### src/rtl/usb_pkg.sv
// usb_pkg: USB constants and types shared by the receive and transmit packet controllers.
package usb_pkg;

    // PID bytes as they appear on the wire. The high nibble is the complement of the low nibble.
    localparam logic [7:0] PID_OUT   = 8'hE1;
    localparam logic [7:0] PID_IN    = 8'h69;
    localparam logic [7:0] PID_DATA0 = 8'hC3;
    localparam logic [7:0] PID_DATA1 = 8'h4B;
    localparam logic [7:0] PID_ACK   = 8'hD2;
    localparam logic [7:0] PID_NAK   = 8'h5A;

    // The byte that closes the SYNC field, given in first-received-bit-in-bit-0 order.
    localparam logic [7:0] SYNC_BYTE = 8'h80;

    // Default maximum number of payload bytes in a DATA packet.
    localparam int MAX_DATA_DEFAULT = 64;

    // Packet type reported to the protocol controller.
    typedef enum logic [2:0] {
        PKT_NONE  = 3'd0,
        PKT_OUT   = 3'd1,
        PKT_IN    = 3'd2,
        PKT_DATA0 = 3'd3,
        PKT_DATA1 = 3'd4,
        PKT_ACK   = 3'd5,
        PKT_NAK   = 3'd6
    } rx_packet_e;

    // Maps a received PID byte to its packet type. Any byte that is not one of the
    // six supported PIDs returns PKT_NONE. This includes every byte whose check nibble
    // is not the complement of its type nibble.
    function automatic rx_packet_e decode_pid(input logic [7:0] pid);
        rx_packet_e v_type;
        case (pid)
            PID_OUT:   v_type = PKT_OUT;
            PID_IN:    v_type = PKT_IN;
            PID_DATA0: v_type = PKT_DATA0;
            PID_DATA1: v_type = PKT_DATA1;
            PID_ACK:   v_type = PKT_ACK;
            PID_NAK:   v_type = PKT_NAK;
            // NOTE: the default arm assigns on every path, so combinational use cannot infer a latch.
            default:   v_type = PKT_NONE;
        endcase
        return v_type;
    endfunction

endpackage

### src/rtl/usb_rx_hold2.sv
// usb_rx_hold2: two-byte holding pipeline. It delays DATA payload bytes by two
// positions, so the trailing CRC16 is still held at end-of-packet and never reaches the buffer.
module usb_rx_hold2 (
    input  logic       clk,
    input  logic       n_rst,
    input  logic       i_push,
    input  logic       i_flush,
    input  logic [7:0] i_byte,
    output logic       o_full,
    output logic [1:0] o_count,
    output logic [7:0] o_oldest
);

    logic [7:0] r_hold0;
    logic [7:0] r_hold1;
    logic [1:0] r_count;

    // Shift a byte in on push, and empty the pipeline on flush at the start of a payload.
    always_ff @(posedge clk or negedge n_rst) begin
        if (!n_rst) begin
            // NOTE: the held bytes are reset together with the count, so no stale payload byte can surface as oldest after reset.
            r_hold0 <= '0;
            r_hold1 <= '0;
            r_count <= '0;
        end else if (i_flush) begin
            r_hold0 <= '0;
            r_hold1 <= '0;
            r_count <= '0;
        end else if (i_push) begin
            // NOTE: non-blocking, so hold1 receives the previous hold0 and not the byte arriving this cycle.
            r_hold1 <= r_hold0;
            r_hold0 <= i_byte;
            if (r_count != 2'd2) begin
                r_count <= r_count + 2'd1;
            end
        end
    end

    assign o_full   = (r_count == 2'd2);
    assign o_count  = r_count;
    assign o_oldest = r_hold1;

endmodule

### src/rtl/usb_rx_ctrl.sv
// usb_rx_ctrl: receive-side packet controller. It frames unstuffed bytes into USB
// packets, checks SYNC and PID, captures token bytes, writes DATA payload bytes to
// the endpoint buffer with the CRC16 stripped, and reports the outcome of each packet.
module usb_rx_ctrl
    import usb_pkg::*;
#(
    parameter int MAX_DATA = MAX_DATA_DEFAULT
) (
    input  logic        clk,
    input  logic        n_rst,
    input  logic        i_start_edge,
    input  logic        i_byte_done,
    input  logic [7:0]  i_rx_byte,
    input  logic        i_eop,
    input  logic        i_crc16_ok,
    output logic        o_crc_clear,
    output logic        o_flush_buffer,
    output logic        o_store_rx_data,
    output logic [7:0]  o_rx_data,
    output logic [2:0]  o_rx_packet,
    output logic [15:0] o_rx_token,
    output logic [6:0]  o_rx_data_size,
    output logic        o_rx_done,
    output logic        o_rx_error,
    output logic        o_rx_active
);

    typedef enum logic [2:0] {
        ST_IDLE,
        ST_SYNC,
        ST_PID,
        ST_TOKEN,
        ST_DATA,
        ST_HSHK,
        ST_DONE,
        ST_ERR
    } state_e;

    state_e     r_state;
    rx_packet_e r_pkt_type;
    logic [1:0] r_tok_cnt;

    logic       w_byte;
    logic       w_eop;
    logic       w_clash;
    rx_packet_e w_pid;
    logic       w_is_data_pid;
    logic       w_push;
    logic       w_flush;
    logic       w_hold_full;
    logic [1:0] w_hold_count;
    logic [7:0] w_hold_oldest;

    // A byte that completes on the eop cycle is a truncated byte. Split the strobes so
    // each state handles only a clean byte or a clean eop.
    assign w_byte  = i_byte_done & ~i_eop;
    assign w_eop   = i_eop & ~i_byte_done;
    assign w_clash = i_byte_done & i_eop;

    assign w_pid         = decode_pid(i_rx_byte);
    assign w_is_data_pid = (w_pid == PKT_DATA0) || (w_pid == PKT_DATA1);
    assign w_flush       = (r_state == ST_PID) && w_byte && w_is_data_pid;
    assign w_push        = (r_state == ST_DATA) && w_byte;

    usb_rx_hold2 u_hold (
        .clk      (clk),
        .n_rst    (n_rst),
        .i_push   (w_push),
        .i_flush  (w_flush),
        .i_byte   (i_rx_byte),
        .o_full   (w_hold_full),
        .o_count  (w_hold_count),
        .o_oldest (w_hold_oldest)
    );

    // Packet framing FSM with registered outputs. Every error detected on an eop cycle
    // has already seen its terminating eop, so it returns straight to IDLE with rx_error set.
    always_ff @(posedge clk or negedge n_rst) begin
        if (!n_rst) begin
            r_state         <= ST_IDLE;
            r_pkt_type      <= PKT_NONE;
            r_tok_cnt       <= '0;
            o_crc_clear     <= 1'b0;
            o_flush_buffer  <= 1'b0;
            o_store_rx_data <= 1'b0;
            o_rx_data       <= '0;
            o_rx_packet     <= PKT_NONE;
            o_rx_token      <= '0;
            o_rx_data_size  <= '0;
            o_rx_done       <= 1'b0;
            o_rx_error      <= 1'b0;
            o_rx_active     <= 1'b0;
        end else begin
            o_crc_clear     <= 1'b0;
            o_flush_buffer  <= 1'b0;
            o_store_rx_data <= 1'b0;
            o_rx_done       <= 1'b0;

            if ((r_state != ST_IDLE) && (r_state != ST_DONE) && w_clash) begin
                r_state     <= ST_IDLE;
                o_rx_error  <= 1'b1;
                o_rx_active <= 1'b0;
            end else begin
                case (r_state)
                    ST_IDLE: begin
                        if (i_start_edge) begin
                            r_state     <= ST_SYNC;
                            o_crc_clear <= 1'b1;
                            o_rx_active <= 1'b1;
                            o_rx_error  <= 1'b0;
                            o_rx_packet <= PKT_NONE;
                            o_rx_token  <= '0;
                        end else begin
                            o_rx_active <= 1'b0;
                        end
                    end

                    ST_SYNC: begin
                        if (w_byte) begin
                            if (i_rx_byte == SYNC_BYTE) begin
                                r_state <= ST_PID;
                            end else begin
                                r_state    <= ST_ERR;
                                o_rx_error <= 1'b1;
                            end
                        end else if (w_eop) begin
                            r_state     <= ST_IDLE;
                            o_rx_error  <= 1'b1;
                            o_rx_active <= 1'b0;
                        end
                    end

                    ST_PID: begin
                        if (w_byte) begin
                            r_pkt_type <= w_pid;
                            case (w_pid)
                                PKT_OUT, PKT_IN: begin
                                    r_state   <= ST_TOKEN;
                                    r_tok_cnt <= '0;
                                end
                                PKT_DATA0, PKT_DATA1: begin
                                    r_state        <= ST_DATA;
                                    o_flush_buffer <= 1'b1;
                                    o_rx_data_size <= '0;
                                end
                                PKT_ACK, PKT_NAK: begin
                                    r_state <= ST_HSHK;
                                end
                                default: begin
                                    r_state    <= ST_ERR;
                                    o_rx_error <= 1'b1;
                                end
                            endcase
                        end else if (w_eop) begin
                            r_state     <= ST_IDLE;
                            o_rx_error  <= 1'b1;
                            o_rx_active <= 1'b0;
                        end
                    end

                    ST_TOKEN: begin
                        if (w_byte) begin
                            if (r_tok_cnt == 2'd0) begin
                                o_rx_token[7:0] <= i_rx_byte;
                                r_tok_cnt       <= 2'd1;
                            end else if (r_tok_cnt == 2'd1) begin
                                o_rx_token[15:8] <= i_rx_byte;
                                r_tok_cnt        <= 2'd2;
                            end else begin
                                r_state    <= ST_ERR;
                                o_rx_error <= 1'b1;
                            end
                        end else if (w_eop) begin
                            if (r_tok_cnt == 2'd2) begin
                                r_state     <= ST_DONE;
                                o_rx_packet <= r_pkt_type;
                            end else begin
                                r_state     <= ST_IDLE;
                                o_rx_error  <= 1'b1;
                                o_rx_active <= 1'b0;
                            end
                        end
                    end

                    ST_DATA: begin
                        if (w_byte && w_hold_full) begin
                            if (o_rx_data_size == 7'(MAX_DATA)) begin
                                r_state    <= ST_ERR;
                                o_rx_error <= 1'b1;
                            end else begin
                                o_store_rx_data <= 1'b1;
                                o_rx_data       <= w_hold_oldest;
                                o_rx_data_size  <= o_rx_data_size + 7'd1;
                            end
                        end else if (w_eop) begin
                            if ((w_hold_count == 2'd2) && i_crc16_ok) begin
                                r_state     <= ST_DONE;
                                o_rx_packet <= r_pkt_type;
                            end else begin
                                r_state     <= ST_IDLE;
                                o_rx_error  <= 1'b1;
                                o_rx_active <= 1'b0;
                            end
                        end
                    end

                    ST_HSHK: begin
                        if (w_byte) begin
                            r_state    <= ST_ERR;
                            o_rx_error <= 1'b1;
                        end else if (w_eop) begin
                            r_state     <= ST_DONE;
                            o_rx_packet <= r_pkt_type;
                        end
                    end

                    ST_DONE: begin
                        r_state   <= ST_IDLE;
                        o_rx_done <= 1'b1;
                    end

                    ST_ERR: begin
                        if (w_eop) begin
                            r_state     <= ST_IDLE;
                            o_rx_active <= 1'b0;
                        end
                    end

                    default: begin
                        r_state <= ST_IDLE;
                    end
                endcase
            end
        end
    end

endmodule

### config.mk
export PLATFORM = sky130hd
export DESIGN_NAME = usb_rx_ctrl
export DESIGN_NICKNAME = d
export VERILOG_FILES = /design/src/rtl/usb_pkg.sv /design/src/rtl/usb_rx_hold2.sv /design/src/rtl/usb_rx_ctrl.sv
export SDC_FILE = /design/constraint.sdc
export NUM_CORES = 1
export LEC_CHECK = 0
export BUFFER_PORTS_ARGS = -buffer_cell sky130_fd_sc_hd__clkbuf_2
export CAP_MARGIN = 40
export CORE_MARGIN = 5
export CORE_UTILIZATION = 55
export CTS_BUF_LIST = sky130_fd_sc_hd__clkbuf_8
export CTS_CLUSTER_SIZE = 20
export DETAILED_ROUTE_END_ITERATION = 7
export PLACE_DENSITY = 0.78
export SYNTH_ARGS = -nofsm -noshare
export SYNTH_HDL_FRONTEND = slang
export SYNTH_SLANG_ARGS = --single-unit
export TNS_END_PERCENT = 1
### constraint.sdc
create_clock -name clk -period 2.3 [get_ports clk]
set_input_delay 0.23 -clock clk [delete_from_list [all_inputs] [get_ports clk]]
set_output_delay 0.23 -clock clk [all_outputs]
set_load 0.005 [all_outputs]
# --- Word-level counts from Yosys, hierarchy flattened ---
# Cells that the tools add are included.
word_totals:
  register_bits: 66
  out_inout_bits: 40
  word_cells: 220
classes:
  add_sub_neg: 2
  eq_ne: 64
  muxes: 95
  bitwise_logic: 7
  reduce_logical: 35
op_table:
  columns: ["operator", "n"]
  rows:
  - ["3-bit two-way mux", 26]
  - ["8-bit two-way mux", 7]
  - ["1-bit two-way mux", 39]
  - ["8-bit == test, second input constant", 4]
  - ["16-bit two-way mux", 2]
  - ["16-bit case mux with 2 select lines", 1]
  - ["2-bit != test, second input constant", 15]
  - ["7-bit two-way mux", 4]
  - ["4-bit != test, second input constant", 7]
  - ["3-bit != test, second input constant", 9]
  - ["8-bit by 7-bit == test with 1-bit output, second input constant", 3]
  - ["3-bit case mux with 8 select lines", 1]
  - ["3-bit == test, second input constant", 7]
  - ["3-bit case mux with 6 select lines", 1]
  - ["6-bit AND reduction", 3]
  - ["2-bit two-way mux", 8]
  - ["7-bit case mux with 2 select lines", 1]
  - ["3-bit by 2-bit == test with 1-bit output, second input constant", 4]
  - ["3-bit case mux with 4 select lines", 1]
  - ["12-bit AND reduction", 1]
  - ["11-bit AND reduction", 1]
  - ["2-bit nonzero test", 5]
  - ["3-bit case mux with 3 select lines", 1]
  - ["2-bit by 1-bit != test with 1-bit output, second input constant", 4]
  - ["other kinds (30)", 48]

# --- Logic depth before layout (Yosys ltp) ---
# Gate-level depths: netlist of the first run.
logic_depth:
  depth_word: 8
  depth_mapped: 9
  depth_no_buf: 8

# --- Cells and area by module ---
# A second synthesis of the first run with hierarchy kept.
hier_totals:
  hier_cells: 369
  hier_area_um2: 3629.7
modules_own_cells:
  columns: ["module", "n_inst", "cells_each", "area_each_um2", "seq_area_each_um2"]
  rows:
  - ["usb_rx_ctrl", 1, 306, 2842.7, 1201.2]
  - ["usb_rx_hold2", 1, 63, 787.0, 450.4]

# --- Least setup slack after synthesis of the first run ---
# OpenSTA, ideal clock, no wires.
synth_path:
  kind: "reg2reg"
  start: "register o_rx_data_size[3]"
  end: "register o_rx_error"
  arrival_ns: 1.877
  slack_ns: 0.299
  path_stages_with_launch: 5
  n_path_buf: 0
  synth_period_minus_slack_ns: 2.001
  cell_sequence: "dfrtp_1 or4_4 or3_4 a211oi_1 mux2_2"
synth_via:
  elab_chain_len: 3
synth_rtl:
  columns: ["item", "line_no", "text"]
  rows:
  - ["from (decl)", "usb_rx_ctrl.sv:22", "output logic [6:0] o_rx_data_size,"]
  - ["from (signal assigned)", "usb_rx_ctrl.sv:193", "o_rx_data_size <= o_rx_data_size + 7'd1;"]
  - ["7-bit == test", "usb_rx_ctrl.sv:187", "if (o_rx_data_size == 7'(MAX_DATA)) begin"]
  - ["4-bit by 3-bit != test with 1-bit output (no source line)", null, null]
  - ["12-bit AND reduction (no source line)", null, null]
  - ["to (signal assigned)", "usb_rx_ctrl.sv:189", "o_rx_error <= 1'b1;"]
  - ["to (signal assigned)", "usb_rx_ctrl.sv:201", "o_rx_error <= 1'b1;"]
  - ["to (signal assigned)", "usb_rx_ctrl.sv:210", "o_rx_error <= 1'b1;"]
  - ["to (decl)", "usb_rx_ctrl.sv:24", "output logic o_rx_error,"]
# Every way passes these cells.
# A chain may end at the register's enable or synchronous reset.

# --- Worst setup path after layout of the first run ---
# Ends and elaborated chain as after synthesis.

==> impl_results.rst, run 1 <==
.. list-table::
   :header-rows: 1

   * - Metric
     - Value
   * - Final GP Congestion
     - 1.00
   * - H-tree lvl count
     - 3
   * - Clock skew
     - 0.00844 ns
   * - Effective utilization at floorplan
     - 56.1%
   * - GR Util All Layers
     - 22.2%
   * - Worst voltage drop across the vdd grid
     - 564 uV
   * - CP Launch Point
     - o_rx_data_size[3]$_DFFE_PN0P_
   * - Cell with the most instances after synthesis
     - sky130_fd_sc_hd__nand2_1
   * - Number of instances in the placed design
     - 516
   * - DRC violation total after the first TritonRoute iteration
     - 222
   * - Horizontal die dimension
     - 90.1 um
   * - CTS sink count
     - 66
   * - Least-Margin Pin Slew
     - 0.586 ns
   * - # Max-Cap Violations
     - 0
   * - Total die area
     - 8110 um^2
   * - Final net count
     - 472
   * - Wire length reported by the detailed router
     - 8.71 mm
   * - Number of buffers inserted by post-CTS setup repair
     - 0
   * - Pins over their slew limit
     - 0
   * - Post-detailed-route count of antenna-violating nets
     - 0
   * - Latest clock arrival within the worst-skew pair
     - 0.35 ns
   * - Hold Slack
     - 0.120 ns
   * - Die outline height
     - 90.1 um
   * - Maximum fanout count along the critical path
     - 6
   * - Most used flip-flop cell after synthesis
     - sky130_fd_sc_hd__dfrtp_1
   * - Critical Path Start Type
     - flip-flop
   * - Number of different library cells in the post-synthesis netlist
     - 53
   * - Library cell used as clock root buffer
     - sky130_fd_sc_hd__clkbuf_8
   * - Path type of the worst setup path
     - flip-flop to flip-flop
   * - Arrival time at the worst endpoint
     - 2.36 ns
   * - Count of endpoints failing hold in the final timing report
     - 0
   * - Proportion of synthesized chip area in sequential cells
     - 46.9%
   * - Pin count of the biggest net entering global routing
     - 47
   * - Total of warnings raised by yosys
     - 0
   * - Total core area
     - 6280 um^2
   * - Setup repair after global routing missed its margin
     - no
   * - Number of synthesized flops with an enable pin
     - 0
   * - Global-route wire length before repair
     - 14.8 mm
   * - Critical path capture point type
     - flip-flop
   * - Number of nets produced by synthesis
     - 406
   * - Share of flip-flops with an asynchronous set or reset
     - 100%
   * - Largest area contributor in the synthesized netlist
     - sky130_fd_sc_hd__dfrtp_1
   * - Total global routing overflow
     - 0
   * - Sequential Area
     - 1650 um^2
   * - Endpoints failing setup
     - 0
   * - Leakage component of the power
     - 2.07 nW
   * - Number of standard cells in the final layout excluding fillers
     - 533
   * - Power density relative to cell area
     - 899 nW/um^2
   * - Critical path required time
     - 2.54 ns
   * - Outcome
     - finished, final reports clean
   * - TritonCTS clock tree
     - built
   * - Final worst path period need
     - 2.12 ns
   * - Post-synthesis instance area
     - 3520 um^2
   * - Average wire per cell in the routed design
     - 16.3 um
   * - # rows
     - 29
   * - Average cell area after synthesis
     - 9.15 um^2
   * - Clock buffer count from CTS
     - 9
   * - Share of cells above drive strength 1
     - 25.9%
   * - Detailed-route vias per instance
     - 5.69
   * - Initial DRT Pass Iterations
     - 4
   * - Top cells by instance count after synthesis
     - sky130_fd_sc_hd__nand2_1 (86), sky130_fd_sc_hd__dfrtp_1 (66), sky130_fd_sc_hd__a21oi_1 (35)
   * - Cell types occupying the most area after synthesis
     - sky130_fd_sc_hd__dfrtp_1 (47%), sky130_fd_sc_hd__nand2_1 (9.2%), sky130_fd_sc_hd__mux2_2 (5.1%)
   * - Timing-limited maximum frequency
     - 472 MHz
   * - Syn-to-layout area delta
     - 19.0%
   * - Beginning of the worst hold path
     - i_rx_byte[6]
   * - Multi-input logic area
     - 1720 um^2
   * - Area fraction of the dominant cell type after synthesis
     - 46.9%
   * - Vias in the first global route
     - 3004
   * - Headroom to the max-slew limit
     - 60.9%
   * - Crit Reg-Reg Startpoint
     - o_rx_data_size[3]$_DFFE_PN0P_
   * - IO buf count
     - 53
   * - DP Worst Slack
     - 0.123 ns
   * - CTS clock-pin slew for the worst setup and hold paths
     - 0.08 ns
   * - Portion of the clock cycle consumed by the worst path in the final layout
     - 92.2%
   * - Number of design rule violations left after detail routing
     - 0
   * - Ports placed on the boundary
     - 54
   * - Filler cell count
     - 514
   * - Setup TNS after final layout
     - 0 ns
   * - Routed vias
     - 3034
   * - Detail Placement HPWL
     - 6.15 mm
   * - PnR worst setup slack
     - 0.179 ns
   * - Buffers from clock root to sink, at most
     - 2
   * - Worst hold path class
     - input port to flip-flop
   * - Antenna diode count
     - 0
   * - Total of flip-flops plus latches after synthesis
     - 66
   * - Number of instances in the synthesized netlist
     - 385
   * - Number of antenna violations at the first check in global routing
     - 0
==> cell usage in the layout, fill, tap and decap left out, types with 3 or more instances in the layout <==
cell type / n
sky130_fd_sc_hd__a211oi_1: 3
sky130_fd_sc_hd__a21o_1: 3
sky130_fd_sc_hd__a21oi_1: 35
sky130_fd_sc_hd__a22o_1: 3
sky130_fd_sc_hd__and2_1: 8
sky130_fd_sc_hd__and3_1: 5
sky130_fd_sc_hd__buf_4: 21
sky130_fd_sc_hd__clkbuf_2: 53
sky130_fd_sc_hd__clkbuf_8: 9
sky130_fd_sc_hd__dfrtp_1: 65
sky130_fd_sc_hd__ha_1: 7
sky130_fd_sc_hd__inv_1: 11
sky130_fd_sc_hd__mux2_2: 16
sky130_fd_sc_hd__mux2i_1: 4
sky130_fd_sc_hd__nand2_1: 86
sky130_fd_sc_hd__nand2b_1: 3
sky130_fd_sc_hd__nand3_1: 11
sky130_fd_sc_hd__nand4_1: 4
sky130_fd_sc_hd__nor2_1: 11
sky130_fd_sc_hd__nor2b_1: 14
sky130_fd_sc_hd__o21ai_0: 27
sky130_fd_sc_hd__o31ai_1: 5
sky130_fd_sc_hd__or3_1: 4
==> per-stage QoR <==
stage	instance area [um^2]	power [mW]	util [%]
after CTS	4190	3.77	66.8
after global placement	3960	2.62	63.1
after detailed placement	3960	2.65	63.1
after global routing	4190	3.99	66.8
after floorplan	3520	2.30	-
final	4190	3.77	66.8
==> report_power, final <==
group          leakage (nW)  total, mW  internal [mW]  switching [mW]
combinational          1.06       1.09          0.505           0.586
sequential            0.903       1.56           1.39           0.170
clock                 0.114       1.12          0.619           0.497
total                  2.07       3.77           2.52            1.25
==> logic make-up (layout without fill, tap and decap cells) <==
| group | count (synthesis) | in the layout | share of synthesized area (%) |
|---|---|---|---|
| AND/OR/NAND/NOR | 166 | 166 | 23.1 |
| AO/OA/AOI/OAI | 89 | 89 | 15.9 |
| flip-flops | 66 | 66 | 46.9 |
| buffers and inverters | 33 | 104 | 4.26 |
| multiplexers | 22 | 22 | 6.89 |
| adder cells (fa/ha/maj) | 7 | 7 | 2.48 |
| XOR/XNOR | 2 | 2 | 0.497 |
==> final timing paths <==
kind	slack [ns]	cells after the start	endpoint
setup / recovery	0.18	4	o_rx_error$_DFFE_PN0P_
max in group asynchronous	1.25	3	r_state[0]$_DFFE_PN0P_
hold / removal	0.12	3	u_hold.r_hold0[6]$_DFFE_PN0P_
hold reg to reg	0.47	2	o_rx_data[1]$_DFFE_PN0P_
setup reg to reg	0.18	4	o_rx_error$_DFFE_PN0P_
min in group asynchronous	0.40	2	r_state[1]$_DFFE_PN0P_
==> worst max-delay path: stages (launching register included) <==
cell	delay, ns
sky130_fd_sc_hd__dfrtp_1	0.44
sky130_fd_sc_hd__or4_4	0.57
sky130_fd_sc_hd__or3_4	0.40
sky130_fd_sc_hd__a211oi_1	0.25
sky130_fd_sc_hd__mux2_2	0.36
==> final cells by class <==
type,count,area share [%]
clock buffers,9,2.95
inverters,12,1.07
clock inverters,7,2.39
repair buffers,76,10.8
well taps,77,2.30
multi-input cells,286,41.1
flip-flops and latches,66,39.4
==> routing by layer <==
| metal | up-vias | global-route usage, % | share of wire (%) |
|---|---|---|---|
| li1 | 1474 | - | - |
| met1 | 1432 | 29.9 | 44 |
| met2 | 106 | 35.5 | 49 |
| met3 | 22 | 3.42 | 4.6 |
| met4 | 0 | 9.68 | 2.3 |
| met5 | - | 0 | 0 |
==> state kept, by name, summed over array words and instances, names as in the netlist, 2 cells and up <==
register	flops
o_rx_token	16
r_pkt_type	3
r_tok_cnt	2
o_rx_packet	3
u_hold.r_hold0	8
o_rx_data	8
o_rx_data_size	7
u_hold.o_count	2
r_state	3
u_hold.o_oldest	8
==> what timing repair did <==
action	4_1_cts	5_1_grt
hold buffers	1	0
setup endpoints to repair	0	1
hold endpoints to repair	20	0
resized for setup	0	1
Power figures use the tool's default switching activity.
==> run 2, diff against run 1 <==
--- a/config.mk
+++ b/config.mk
@@ -13,6 +13,7 @@
 export CTS_CLUSTER_SIZE = 20
 export DETAILED_ROUTE_END_ITERATION = 7
 export PLACE_DENSITY = 0.78
+export SETUP_SLACK_MARGIN = 0.2
 export SYNTH_ARGS = -nofsm -noshare
 export SYNTH_HDL_FRONTEND = slang
 export SYNTH_SLANG_ARGS = --single-unit
==> impl_results.rst, run 2 (synthesis gave the netlist of run 1 again) <==
.. list-table::
   :header-rows: 1

   * - Metric
     - Value
   * - Syn-to-layout area delta
     - 19.2%
   * - Pin count of the biggest net entering global routing
     - 47
   * - Met3 usage
     - 3.42%
   * - Setup repair after global routing missed its margin
     - yes
   * - Effective utilization at floorplan
     - 56.1%
   * - CTS clock-pin slew for the worst setup and hold paths
     - 0.08 ns
   * - Average wire per cell in the routed design
     - 16.4 um
   * - CTS sink count
     - 66
   * - IO buf count
     - 53
   * - Crit Reg-Reg Startpoint
     - o_rx_data_size[3]$_DFFE_PN0P_
   * - Portion of the clock cycle consumed by the worst path in the final layout
     - 92.2%
   * - Maximum fanout count along the critical path
     - 6
   * - Path type of the worst setup path
     - flip-flop to flip-flop
   * - Total core area
     - 6280 um^2
   * - Timing-limited maximum frequency
     - 472 MHz
   * - Latest clock arrival within the worst-skew pair
     - 0.35 ns
   * - # Max-Cap Violations
     - 0
   * - R2r endpoint
     - o_rx_error$_DFFE_PN0P_
   * - TritonCTS clock tree
     - built
   * - GR Util All Layers
     - 22.2%
   * - Critical path capture point type
     - flip-flop
   * - Met1 usage
     - 29.9%
   * - Critical path required time
     - 2.54 ns
   * - Headroom to the max-slew limit
     - 60.9%
   * - Max FFs per register
     - 16
   * - H-tree lvl count
     - 3
   * - Sw Ratio
     - 33.2%
   * - Crit path cell chain
     - or4_4 > or3_4 > a211oi_1 > mux2_2
   * - Cell depth of the worst hold path
     - 3
   * - DRC violation total after the first TritonRoute iteration
     - 239
   * - Delay contributed by the slowest stage of the critical path
     - 0.57 ns
   * - R2r worst-path depth
     - 4
   * - Cell at the slowest stage of the critical path
     - sky130_fd_sc_hd__or4_4
   * - Pins over their slew limit
     - 0
   * - Arrival time at the worst endpoint
     - 2.36 ns
   * - Antenna diode count
     - 0
   * - Placement-stage cell area
     - 3960 um^2
   * - Setup TNS after final layout
     - 0 ns
   * - Register name with the most flops
     - o_rx_token
   * - Total die area
     - 8110 um^2
   * - Number of antenna violations at the first check in global routing
     - 0
   * - Clock skew
     - 0.00874 ns
   * - Vias in the first global route
     - 3004
   * - Highest-utilization routing layer at the global route stage
     - met2
   * - Global-route wire length before repair
     - 14.8 mm
   * - Worst reg2reg setup slack
     - 0.18 ns
   * - Detail Placement HPWL
     - 6.15 mm
   * - Post-detailed-route count of antenna-violating nets
     - 0
   * - PnR worst setup slack
     - 0.180 ns
   * - Critical Path Start Type
     - flip-flop
   * - Clock buffer count from CTS
     - 9
   * - Total global routing overflow
     - 0
   * - Share of cells above drive strength 1
     - 26.0%
   * - Routed vias
     - 3051
   * - Initial DRT Pass Iterations
     - 4
   * - Most common library cell in the layout ignoring fill and taps
     - sky130_fd_sc_hd__nand2_1
   * - Power density relative to cell area
     - 898 nW/um^2
   * - Count of endpoints failing hold in the final timing report
     - 0
   * - Least-Margin Pin Slew
     - 0.587 ns
   * - Final GP Congestion
     - 1.00
   * - Power dissipated by switching net loads
     - 1.25 mW
   * - Worst voltage drop across the vdd grid
     - 564 uV
   * - Library cell used as clock root buffer
     - sky130_fd_sc_hd__clkbuf_8
   * - Met2 demand-to-capacity share in global routing
     - 35.5%
   * - Internal power summed over all cells
     - 2.52 mW
   * - Die outline height
     - 90.1 um
   * - Most frequent cells in the layout
     - sky130_fd_sc_hd__nand2_1 (86), sky130_fd_sc_hd__dfrtp_1 (65), sky130_fd_sc_hd__clkbuf_2 (53)
   * - Final net count
     - 473
   * - # rows
     - 29
   * - Worst hold path class
     - input port to flip-flop
   * - Number of design rule violations left after detail routing
     - 0
   * - Final worst path period need
     - 2.12 ns
   * - Beginning of the worst hold path
     - i_rx_byte[6]
   * - Fraction of power consumed by the clock network
     - 29.5%
   * - Wire length reported by the detailed router
     - 8.78 mm
   * - Endpoints failing setup
     - 0
   * - Ports placed on the boundary
     - 54
   * - Hold Slack
     - 0.121 ns
   * - Outcome
     - finished, final reports clean
   * - DP Worst Slack
     - 0.123 ns
   * - Leakage component of the power
     - 2.08 nW
   * - Share of power burned in registers
     - 41.5%
   * - Buffers from clock root to sink, at most
     - 2
   * - Hold Path Sink
     - u_hold.r_hold0[6]$_DFFE_PN0P_
   * - Detailed-route vias per instance
     - 5.71
   * - Horizontal die dimension
     - 90.1 um
   * - Combinational share of power
     - 29.0%
   * - Non-Filler Cell Area, Final
     - 4200 um^2
[run 2: cell count changes in the layout (fill, tap and decap cells not counted)]
cell,previous run,this run
sky130_fd_sc_hd__buf_4,21,22
[run 2: metrics by stage]
step	power [mW]	utilization, %	cells
after floorplan	2.30	-	385
after global placement	2.62	63.1	516
after detailed placement	2.65	63.1	516
after CTS	3.77	66.8	533
after global routing	4.00	66.9	534
final	3.77	66.9	534
[run 2: area by class of cell]
type	count	area, um^2
sequential	66	1650
fill	513	2080
multi-input combinational	286	1720
tap	77	96.3
clock buffer	9	124
clock inverter	7	100
inverter	12	45.0
timing repair buffer	77	460
[run 2: per-layer routing]
metal | part of all wire [%] | up-vias
met3 | 5.4 | 19
met4 | 2.2 | 0
li1 | - | 1476
met2 | 49 | 116
met5 | 0 | -
met1 | 43 | 1440
[run 2: what timing repair did]
action | in CTS | in global routing
pin swaps | 0 | 1
gates resized for setup | 1 | 0
endpoints found under the hold margin | 20 | 0
hold buffers | 1 | 0
setup endpoints to repair | 3 | 9
setup buffers | 0 | 1
[run 2: worst max-delay path: cells and delay by family (launching register included)]
| kind | cells | cell delay [ns] |
|---|---|---|
| AOI/OAI and AO/OA | 1 | 0.25 |
| DFF | 1 | 0.44 |
| muxes | 1 | 0.36 |
| and+or+nand+nor | 2 | 0.97 |
[run 2: power groups by stage]
| stage | combinational, mW | clock, mW | sequential [mW] |
|---|---|---|---|
| global route | 1.21 | 1.19 | 1.60 |
| global placement | 1.05 | 0 | 1.57 |
| CTS | 1.08 | 1.12 | 1.56 |
| detailed placement | 1.07 | 0 | 1.58 |
| floorplan | 0.780 | 0 | 1.52 |
| finish | 1.09 | 1.11 | 1.57 |
[run 2: worst max path at each step]
stage	startpoint	endpoint	slack, ns	cells after the start
6_report	o_rx_data_size[3]$_DFFE_PN0P_	o_rx_error$_DFFE_PN0P_	0.18	4
2_1_floorplan	o_rx_data_size[3]$_DFFE_PN0P_	o_rx_error$_DFFE_PN0P_	0.30	4
3_5_place_dp	i_eop	o_rx_token[3]$_DFFE_PN0P_	0.12	7
5_1_grt	o_rx_data_size[1]$_DFFE_PN0P_	o_rx_data_size[5]$_DFFE_PN0P_	0.09	7
4_1_cts	o_rx_data_size[3]$_DFFE_PN0P_	o_rx_error$_DFFE_PN0P_	0.20	4
3_3_place_gp	i_eop	o_rx_token[3]$_DFFE_PN0P_	0.18	7
==> run 3, diff against run 2 <==
--- a/config.mk
+++ b/config.mk
@@ -8,11 +8,11 @@
 export BUFFER_PORTS_ARGS = -buffer_cell sky130_fd_sc_hd__clkbuf_2
 export CAP_MARGIN = 40
 export CORE_MARGIN = 5
-export CORE_UTILIZATION = 55
+export CORE_UTILIZATION = 45
 export CTS_BUF_LIST = sky130_fd_sc_hd__clkbuf_8
 export CTS_CLUSTER_SIZE = 20
 export DETAILED_ROUTE_END_ITERATION = 7
-export PLACE_DENSITY = 0.78
+export PLACE_DENSITY = 0.66
 export SETUP_SLACK_MARGIN = 0.2
 export SYNTH_ARGS = -nofsm -noshare
 export SYNTH_HDL_FRONTEND = slang
==> impl_results.rst, run 3 (synthesis gave the netlist of run 1 again) <==
.. list-table::
   :header-rows: 1

   * - Metric
     - Value
   * - Power density relative to cell area
     - 873 nW/um^2
   * - Global-route wire length before repair
     - 14.3 mm
   * - Effective utilization at floorplan
     - 45.8%
   * - Antenna diode count
     - 0
   * - Portion of the clock cycle consumed by the worst path in the final layout
     - 89.9%
   * - Library cell used as clock root buffer
     - sky130_fd_sc_hd__clkbuf_8
   * - Non-Filler Cell Area, Final
     - 4220 um^2
   * - Total global routing overflow
     - 0
   * - Leakage component of the power
     - 2.06 nW
   * - Critical Path Start Type
     - flip-flop
   * - Count of endpoints failing hold in the final timing report
     - 0
   * - IO buf count
     - 53
   * - Worst voltage drop across the vdd grid
     - 453 uV
   * - Cell depth of the worst hold path
     - 3
   * - Hold Path Sink
     - u_hold.r_hold0[6]$_DFFE_PN0P_
   * - DRC violation total after the first TritonRoute iteration
     - 161
   * - Placement-stage cell area
     - 3980 um^2
   * - CTS sink count
     - 66
   * - Critical path capture point type
     - flip-flop
   * - Setup repair after global routing missed its margin
     - yes
   * - Detail Placement HPWL
     - 6.17 mm
   * - Worst hold path class
     - input port to flip-flop
   * - Average wire per cell in the routed design
     - 15.1 um
   * - Pins over their slew limit
     - 0
   * - Wire length reported by the detailed router
     - 8.40 mm
   * - Max FFs per register
     - 16
   * - GR Util All Layers
     - 17.8%
   * - Final net count
     - 471
   * - Post-detailed-route count of antenna-violating nets
     - 0
   * - Crit Reg-Reg Startpoint
     - o_rx_data_size[3]$_DFFE_PN0P_
   * - H-tree lvl count
     - 3
   * - Clock skew
     - 0.00611 ns
   * - Final GP Congestion
     - 0.960
   * - Critical path required time
     - 2.58 ns
   * - Least-Margin Pin Slew
     - 0.677 ns
   * - Initial DRT Pass Iterations
     - 5
   * - Horizontal die dimension
     - 98.5 um
   * - CTS clock-pin slew for the worst setup and hold paths
     - 0.08 ns
   * - Endpoints failing setup
     - 0
   * - Buffers from clock root to sink, at most
     - 2
   * - Most common library cell in the layout ignoring fill and taps
     - sky130_fd_sc_hd__nand2_1
   * - Ports placed on the boundary
     - 54
   * - Arrival time at the worst endpoint
     - 2.35 ns
   * - Syn-to-layout area delta
     - 19.7%
   * - Register name with the most flops
     - o_rx_token
   * - TritonCTS clock tree
     - built
   * - PnR worst setup slack
     - 0.232 ns
   * - Die outline height
     - 98.5 um
   * - Number of antenna violations at the first check in global routing
     - 0
   * - Pin count of the biggest net entering global routing
     - 39
   * - Timing-limited maximum frequency
     - 484 MHz
   * - Detailed-route vias per instance
     - 5.36
   * - R2r worst-path depth
     - 6
   * - # Max-Cap Violations
     - 0
   * - Total core area
     - 7690 um^2
   * - Final worst path period need
     - 2.07 ns
   * - Clock buffer count from CTS
     - 9
   * - Outcome
     - finished, final reports clean
   * - Beginning of the worst hold path
     - i_rx_byte[6]
   * - Routed vias
     - 2986
   * - Share of cells above drive strength 1
     - 27.3%
   * - # rows
     - 32
   * - Headroom to the max-slew limit
     - 54.9%
   * - Vias in the first global route
     - 2935
   * - Number of design rule violations left after detail routing
     - 0
   * - R2r endpoint
     - r_state[0]$_DFFE_PN0P_
   * - Utilization after layout
     - 54.9%
   * - Path type of the worst setup path
     - flip-flop to flip-flop
   * - Setup TNS after final layout
     - 0 ns
   * - Worst reg2reg setup slack
     - 0.23 ns
   * - Most frequent cells in the layout
     - sky130_fd_sc_hd__nand2_1 (86), sky130_fd_sc_hd__dfrtp_1 (64), sky130_fd_sc_hd__clkbuf_2 (52)
   * - Maximum fanout count along the critical path
     - 6
   * - Latest clock arrival within the worst-skew pair
     - 0.35 ns
   * - Filler cell count
     - 732
   * - Total die area
     - 9700 um^2
   * - DP Worst Slack
     - 0.133 ns
## run 3: what timing repair did
item,CTS,global route
gates resized for setup,1,7
endpoints found under the hold margin,28,0
pin swaps,0,1
buffers inserted,0,1
cloned,0,0
hold buffers,1,0
setup endpoints to repair,2,17
## run 3: worst max path at each step
stage                                        from                         to  slack (ns)  depth (start not counted)
finish              o_rx_data_size[3]$_DFFE_PN0P_     r_state[0]$_DFFE_PN0P_        0.23                          6
global route               r_state[0]$_DFFE_PN0P_  o_rx_token[1]$_DFFE_PN0P_        0.17                          4
CTS                 o_rx_data_size[3]$_DFFE_PN0P_     o_rx_error$_DFFE_PN0P_        0.18                          4
detailed placement                          i_eop  o_rx_token[0]$_DFFE_PN0P_        0.13                          7
global placement                            i_eop  o_rx_token[7]$_DFFE_PN0P_        0.17                          7
floorplan           o_rx_data_size[3]$_DFFE_PN0P_     o_rx_error$_DFFE_PN0P_        0.30                          4
## run 3: final cells by class
cell class	count	area [um^2]	area share, %
Clock buffer	10	138	3.26
Clock inverter	6	65.1	1.54
Inverter	12	45.0	1.07
Multi-Input combinational cell	286	1740	41.3
Sequential cell	66	1650	39.2
Tap cell	102	128	3.03
Timing Repair Buffer	75	445	10.6
## run 3: where the power goes
group | switching (mW) | internal, mW | leakage, nW
combinational | 0.591 | 0.531 | 1.05
clock | 0.478 | 0.532 | 0.103
sequential | 0.158 | 1.39 | 0.901
total | 1.23 | 2.46 | 2.06
## run 3: per-stage QoR
step                      hold WS [ns]  cells  total power [mW]
final                            0.163    557              3.68
after global routing             0.168    557              3.91
after CTS                        0.148    556              3.69
after detailed placement         0.314    539              2.67
after global placement           0.306    539              2.64
after floorplan                -0.0656    385              2.30
## run 3: worst max-delay path, stage by stage, from the launching register on
cell and delay, ns:
sky130_fd_sc_hd__dfrtp_2 0.44, sky130_fd_sc_hd__or4_4 0.55, sky130_fd_sc_hd__or3_4 0.41, sky130_fd_sc_hd__a22oi_2 0.14, sky130_fd_sc_hd__nor3_2 0.09, sky130_fd_sc_hd__a2111o_1 0.30
sky130_fd_sc_hd__nand2_1 0.07
## run 3: per-layer routing
metal	wire length, um	global-route usage, %	vias to the layer above	share of wire [%]
li1	-	-	1472	-
met1	3850	24.9	1418	46
met2	3980	27.8	86	47
met3	425	3.33	10	5.1
met4	147	6.41	0	1.8
met5	0	0	-	0
